## config.mk

```make
export PLATFORM = sky130hd
export DESIGN_NAME = alu_arbiter
export DESIGN_NICKNAME = d
export VERILOG_FILES = /design/src/rtl/alu_arbiter.sv
export SDC_FILE = /design/constraint.sdc
export NUM_CORES = 1
export LEC_CHECK = 0
export ABC_AREA = 1
export CAP_MARGIN = 20
export CORE_AREA = 2 2 212 214
export DETAILED_ROUTE_END_ITERATION = 8
export DIE_AREA = 0 0 214 216
export GPL_TIMING_DRIVEN = 0
export PLACE_DENSITY_LB_ADDON = 0.3
export SKIP_CTS_REPAIR_TIMING = 1
export SLEW_MARGIN = 20
export SYNTH_ARGS = -nofsm -noshare
export SYNTH_HDL_FRONTEND = slang
export SYNTH_SLANG_ARGS = --single-unit
export TNS_END_PERCENT = 5
```

## constraint.sdc

```tcl
create_clock -name clk -period 2.64 [get_ports clk]
set_clock_uncertainty 0.1 [all_clocks]
set_input_delay 0.528 -clock clk [delete_from_list [all_inputs] [get_ports clk]]
set_output_delay 0.528 -clock clk [all_outputs]
set_load 0.03 [all_outputs]
```

## src/rtl/alu_arbiter.sv

```systemverilog
// Two-requester round-robin front end for a shared ALU-control/ALU pair.
// One operation in flight; illegal opcodes are sequenced but answered with an error.
module alu_arbiter #(
    parameter int WIDTH = 64
) (
    input  logic             clk,
    input  logic             reset,
    input  logic             req0_valid,
    output logic             req0_ready,
    input  logic [1:0]       req0_aluop,
    input  logic [3:0]       req0_funct,
    input  logic [WIDTH-1:0] req0_a,
    input  logic [WIDTH-1:0] req0_b,
    input  logic             req1_valid,
    output logic             req1_ready,
    input  logic [1:0]       req1_aluop,
    input  logic [3:0]       req1_funct,
    input  logic [WIDTH-1:0] req1_a,
    input  logic [WIDTH-1:0] req1_b,
    output logic [1:0]       alu_aluop,
    output logic [3:0]       alu_funct,
    output logic [WIDTH-1:0] alu_a,
    output logic [WIDTH-1:0] alu_b,
    input  logic [WIDTH-1:0] alu_result,
    input  logic             alu_zero,
    output logic             rsp_valid,
    input  logic             rsp_ready,
    output logic             rsp_id,
    output logic [WIDTH-1:0] rsp_result,
    output logic             rsp_zero,
    output logic             rsp_err
);

    typedef enum logic [1:0] {
        IDLE = 2'd0,
        EXEC = 2'd1,
        RESP = 2'd2
    } state_t;

    state_t state_q, state_d;

    logic             last_grant_q, last_grant_d;
    logic [1:0]       alu_aluop_q, alu_aluop_d;
    logic [3:0]       alu_funct_q, alu_funct_d;
    logic [WIDTH-1:0] alu_a_q, alu_a_d;
    logic [WIDTH-1:0] alu_b_q, alu_b_d;
    logic             rsp_id_q, rsp_id_d;
    logic [WIDTH-1:0] rsp_result_q, rsp_result_d;
    logic             rsp_zero_q, rsp_zero_d;
    logic             rsp_err_q, rsp_err_d;

    logic gnt_any;
    logic gnt_id;
    logic op_ok;

    // Opcode legality as understood by the downstream ALU-control decoder.
    function automatic logic op_legal(input logic [1:0] op, input logic [3:0] fn);
        logic ok;
        ok = 1'b0;
        case (op)
            2'b00: ok = 1'b1;
            2'b01: ok = (fn[2:0] == 3'b000) || (fn[2:0] == 3'b001) ||
                        (fn[2:0] == 3'b101);
            2'b10: ok = (fn == 4'b0000) || (fn == 4'b1000) ||
                        (fn == 4'b0111) || (fn == 4'b0110);
            default: ok = 1'b0;
        endcase
        return ok;
    endfunction

    assign op_ok = op_legal(alu_aluop_q, alu_funct_q);

    // Round-robin pick; only offered in IDLE and never while reset is held.
    always_comb begin
        gnt_any = 1'b0;
        gnt_id  = 1'b0;
        if ((state_q == IDLE) && reset) begin
            case ({req1_valid, req0_valid})
                2'b01: begin
                    gnt_any = 1'b1;
                    gnt_id  = 1'b0;
                end
                2'b10: begin
                    gnt_any = 1'b1;
                    gnt_id  = 1'b1;
                end
                2'b11: begin
                    gnt_any = 1'b1;
                    gnt_id  = ~last_grant_q;
                end
                default: begin
                    gnt_any = 1'b0;
                    gnt_id  = 1'b0;
                end
            endcase
        end
    end

    assign req0_ready = gnt_any && !gnt_id;
    assign req1_ready = gnt_any && gnt_id;

    // Next state: IDLE -> EXEC on grant, EXEC -> RESP, RESP -> IDLE on handshake.
    always_comb begin
        state_d = state_q;
        case (state_q)
            IDLE: if (gnt_any) state_d = EXEC;
            EXEC: state_d = RESP;
            RESP: if (rsp_ready) state_d = IDLE;
            default: state_d = IDLE;
        endcase
    end

    // State register.
    always_ff @(posedge clk or negedge reset) begin
        if (!reset) begin
            state_q <= IDLE;
        end else begin
            state_q <= state_d;
        end
    end

    // Datapath next values: load operands on grant, capture ALU output in EXEC.
    always_comb begin
        last_grant_d = last_grant_q;
        alu_aluop_d  = alu_aluop_q;
        alu_funct_d  = alu_funct_q;
        alu_a_d      = alu_a_q;
        alu_b_d      = alu_b_q;
        rsp_id_d     = rsp_id_q;
        rsp_result_d = rsp_result_q;
        rsp_zero_d   = rsp_zero_q;
        rsp_err_d    = rsp_err_q;
        if (gnt_any) begin
            last_grant_d = gnt_id;
            rsp_id_d     = gnt_id;
            if (gnt_id) begin
                alu_aluop_d = req1_aluop;
                alu_funct_d = req1_funct;
                alu_a_d     = req1_a;
                alu_b_d     = req1_b;
            end else begin
                alu_aluop_d = req0_aluop;
                alu_funct_d = req0_funct;
                alu_a_d     = req0_a;
                alu_b_d     = req0_b;
            end
        end
        if (state_q == EXEC) begin
            rsp_result_d = op_ok ? alu_result : '0;
            rsp_zero_d   = op_ok && alu_zero;
            rsp_err_d    = !op_ok;
        end
    end

    // Datapath registers; last grant resets to 1 so requester 0 wins the first tie.
    always_ff @(posedge clk or negedge reset) begin
        if (!reset) begin
            last_grant_q <= 1'b1;
            alu_aluop_q  <= '0;
            alu_funct_q  <= '0;
            alu_a_q      <= '0;
            alu_b_q      <= '0;
            rsp_id_q     <= 1'b0;
            rsp_result_q <= '0;
            rsp_zero_q   <= 1'b0;
            rsp_err_q    <= 1'b0;
        end else begin
            last_grant_q <= last_grant_d;
            alu_aluop_q  <= alu_aluop_d;
            alu_funct_q  <= alu_funct_d;
            alu_a_q      <= alu_a_d;
            alu_b_q      <= alu_b_d;
            rsp_id_q     <= rsp_id_d;
            rsp_result_q <= rsp_result_d;
            rsp_zero_q   <= rsp_zero_d;
            rsp_err_q    <= rsp_err_d;
        end
    end

    assign alu_aluop  = alu_aluop_q;
    assign alu_funct  = alu_funct_q;
    assign alu_a      = alu_a_q;
    assign alu_b      = alu_b_q;
    assign rsp_valid  = (state_q == RESP);
    assign rsp_id     = rsp_id_q;
    assign rsp_result = rsp_result_q;
    assign rsp_zero   = rsp_zero_q;
    assign rsp_err    = rsp_err_q;

endmodule

```

==> flow_summary.ini <==
[min_path]
hold_depth = 2
worstHoldPathType = register to register

[setup_path]
end_kind = primary output
critPathBufInv = 3
crit_path_top_delay_cell = clkdlybuf4s50_1
critical_path_required_ns = 2.01
r2r_cells = 6
arrival_ns = 1.92
start_kind = input port
crit_chain = clkdlybuf4s50_1 > inv_2 > nand2_2 > nand2_4 > nor2_1 > clkbuf_2
critical_path.max_fanout = 12
worstSetupPathType = input port to primary output
cp_top_family = buffers and inverters
slowest_delay_ns = 0.54
path_depth = 6

[layout]
layout_common_cells = clkdlybuf4s50_1 (538), nand2_1 (478), dfrtp_1 (203)
finish.utilization_pct = 37.9
fin_cells = 2381
drive_above_1_share_pct = 6.88
area_delta_synth_final_pct = 74.7
final_common_cell = clkdlybuf4s50_1
layout.nets = 2110
finalInstanceArea_um2 = 16600

[yosys]
synthArstFlopShare_pct = 100
syn_area_um2 = 9500
synthSimpleGateAreaFrac_pct = 38.1
synthAdderAreaFrac_pct = 0
synth-edff-count = 0
muxShareOfSynthArea_pct = 0
synth-compound-area-share_pct = 0.0527
synth_top_family_by_area = simple AND/OR/NAND/NOR gates
synthXorXnorAreaFrac_pct = 0
synthesis.nets = 1536
synth_seq_cells = 204
yosysSeqAreaShare_pct = 53.7
synth_ff_type = dfrtp_1
avgSynthCellArea_um2 = 7.93
yosys_warnings = 0
syn_inst = 1198
synth_cell_types = 19

[cts]
clk_pin_slew_ns = 0.06
cts_buffers = 25
tritoncts = done
h-tree-depth = 1
clockBufferDepth = 3
clock-root-buffer = clkbuf_16
cts_sinks = 204
insertion_delay_ns = 0.55

[power_and_ir_drop]
p_comb_share_pct = 52.9
switchingPower_mw = 8.30
p_clk_share_pct = 18.0
irDropWorstVdd_uv = 546
power.density_nw_per_um2 = 1140
power.internal_mw = 10.7
power_frac_seq_pct = 29.1
power_leakage_nw = 7.65
swShare_pct = 43.7

[placement]
placed_cells = 2333
place_hpwl_um = 32900
pre_cts_slack_ns = -0.818
place_congestion = 0.858
io_buffers = 541
dpl_cell_area_um2 = 15700

[status]
outcome = completed

[sta]
fin_crit_sh_pct = 96.4
tightestPinTransition_ns = 0.573
rsz0062_at_grt = false
slew_viol_final = 0
finalCriticalPeriod_ns = 2.54
slew_headroom_pct = 61.8
finalHoldViolCount = 0
tns_ns = 0
finalWorstSetupSlack_ns = 0.0953
clock.fmax_ghz = 0.393
setup_viol = 0

[drt]
drtIter0Drc = 435
wire_per_inst_um = 17.7
route.vias.total = 10465
drt-total-wl_um = 42200
drt-pass1-iter-count = 5
antenna_left = 0
via_per_inst = 4.40
drc = 0

[grt]
grt_pass1_wl_um = 64400
antenna_found_initial = 4
first_global_vias = 10629
overflow = 0
groute.usage.overall_pct = 17.8
grt_max_degree = 88

[die]
io_pins = 542
die_area_um2 = 46200
row_count = 77
core_um2 = 43800
die_h_um = 216
initial_utilization_pct = 21.7
die_w_um = 214

[run]
cap_violations = 0
-- cell usage after synthesis (2+ instances only) --
cell type / n / share of area (%)
buf_2: 53 / 2.8
inv_1: 73 / 2.9
nand2_2: 2 / 0.13
nand2_1: 478 / 19
nor2_1: 68 / 2.7
inv_2: 4 / 0.16
buf_6: 5 / 0.59
nand4_1: 134 / 8.8
clkbuf_1: 28 / 1.1
nand3_1: 136 / 7.2
dfrtp_1: 203 / 53
buf_4: 7 / 0.55
-- path summary, 6_finish.rpt --
path	slack, ns	from	end
worst max-delay path	0.1	req1_valid	req0_ready
worst min-delay path	0.37	last_grant_q	last_grant_q
worst max register to register	0.76	last_grant_q	alu_b[24]
worst min register to register	0.37	last_grant_q	last_grant_q
max in group asynchronous	1.15	reset	last_grant_q
min in group asynchronous	0.81	reset	rsp_result[22]
-- cell families (layout without fill, tap and decap cells) --
| logic type | after synthesis | in the layout |
|---|---|---|
| AOI/OAI and AO/OA | 1 | 1 |
| buffers and inverters | 171 | 760 |
| DFF | 204 | 204 |
| other | 0 | 2 |
| and+or+nand+nor | 822 | 822 |
-- power groups by stage --
stage	combinational [mW]	sequential [mW]	clock (mW)
2_1_floorplan	2.37	8.40	0
3_3_place_gp	10.1	5.50	0
3_5_place_dp	10.1	5.53	0
4_1_cts	10.1	5.52	3.52
5_1_grt	10.7	5.70	3.65
6_report	10.0	5.53	3.41
-- flip-flops by register name, indices dropped and copies added, names as in the netlist --
register / cells
alu_aluop: 2
rsp_err: 1
rsp_result: 64
last_grant_q: 1
alu_a: 64
rsp_zero: 1
alu_b: 64
rsp_id: 1
state_q: 2
alu_funct: 4
-- layer usage --
metal	track usage (%)	vias to the layer above	part of all wire, %	wire (µm)
li1	-	5037	-	-
met1	21.9	4925	42	17500
met2	29.9	437	48	20200
met3	5.24	64	8.1	3410
met4	5.57	2	2.5	1050
met5	0	-	0.031	13
-- metrics by stage --
step           total power [mW]  hold WS, ns
2_1_floorplan              10.8        0.132
3_3_place_gp               15.6        0.354
3_5_place_dp               15.6        0.359
4_1_cts                    19.2       -0.227
5_1_grt                    20.0        0.396
6_report                   19.0        0.371
-- worst reg2reg max path, cell delays in order, from the launching register on --
cell,delay (ns)
dfstp_2,0.53
nand2_1,0.08
nand2_4,0.12
buf_4,0.21
clkbuf_1,0.41
nand4_1,0.25
nand3_1,0.13
-- layout make-up --
type | instances | area (µm²)
fill | 4516 | 27200
timing repair buffer | 549 | 5530
sequential | 204 | 5110
multi-input combinational | 823 | 3630
tap | 592 | 741
clock buffer | 36 | 737
buffer | 91 | 483
inverter | 78 | 300
clock inverter | 6 | 61.3
antenna | 2 | 5.00
Power figures use the tool's default switching activity.
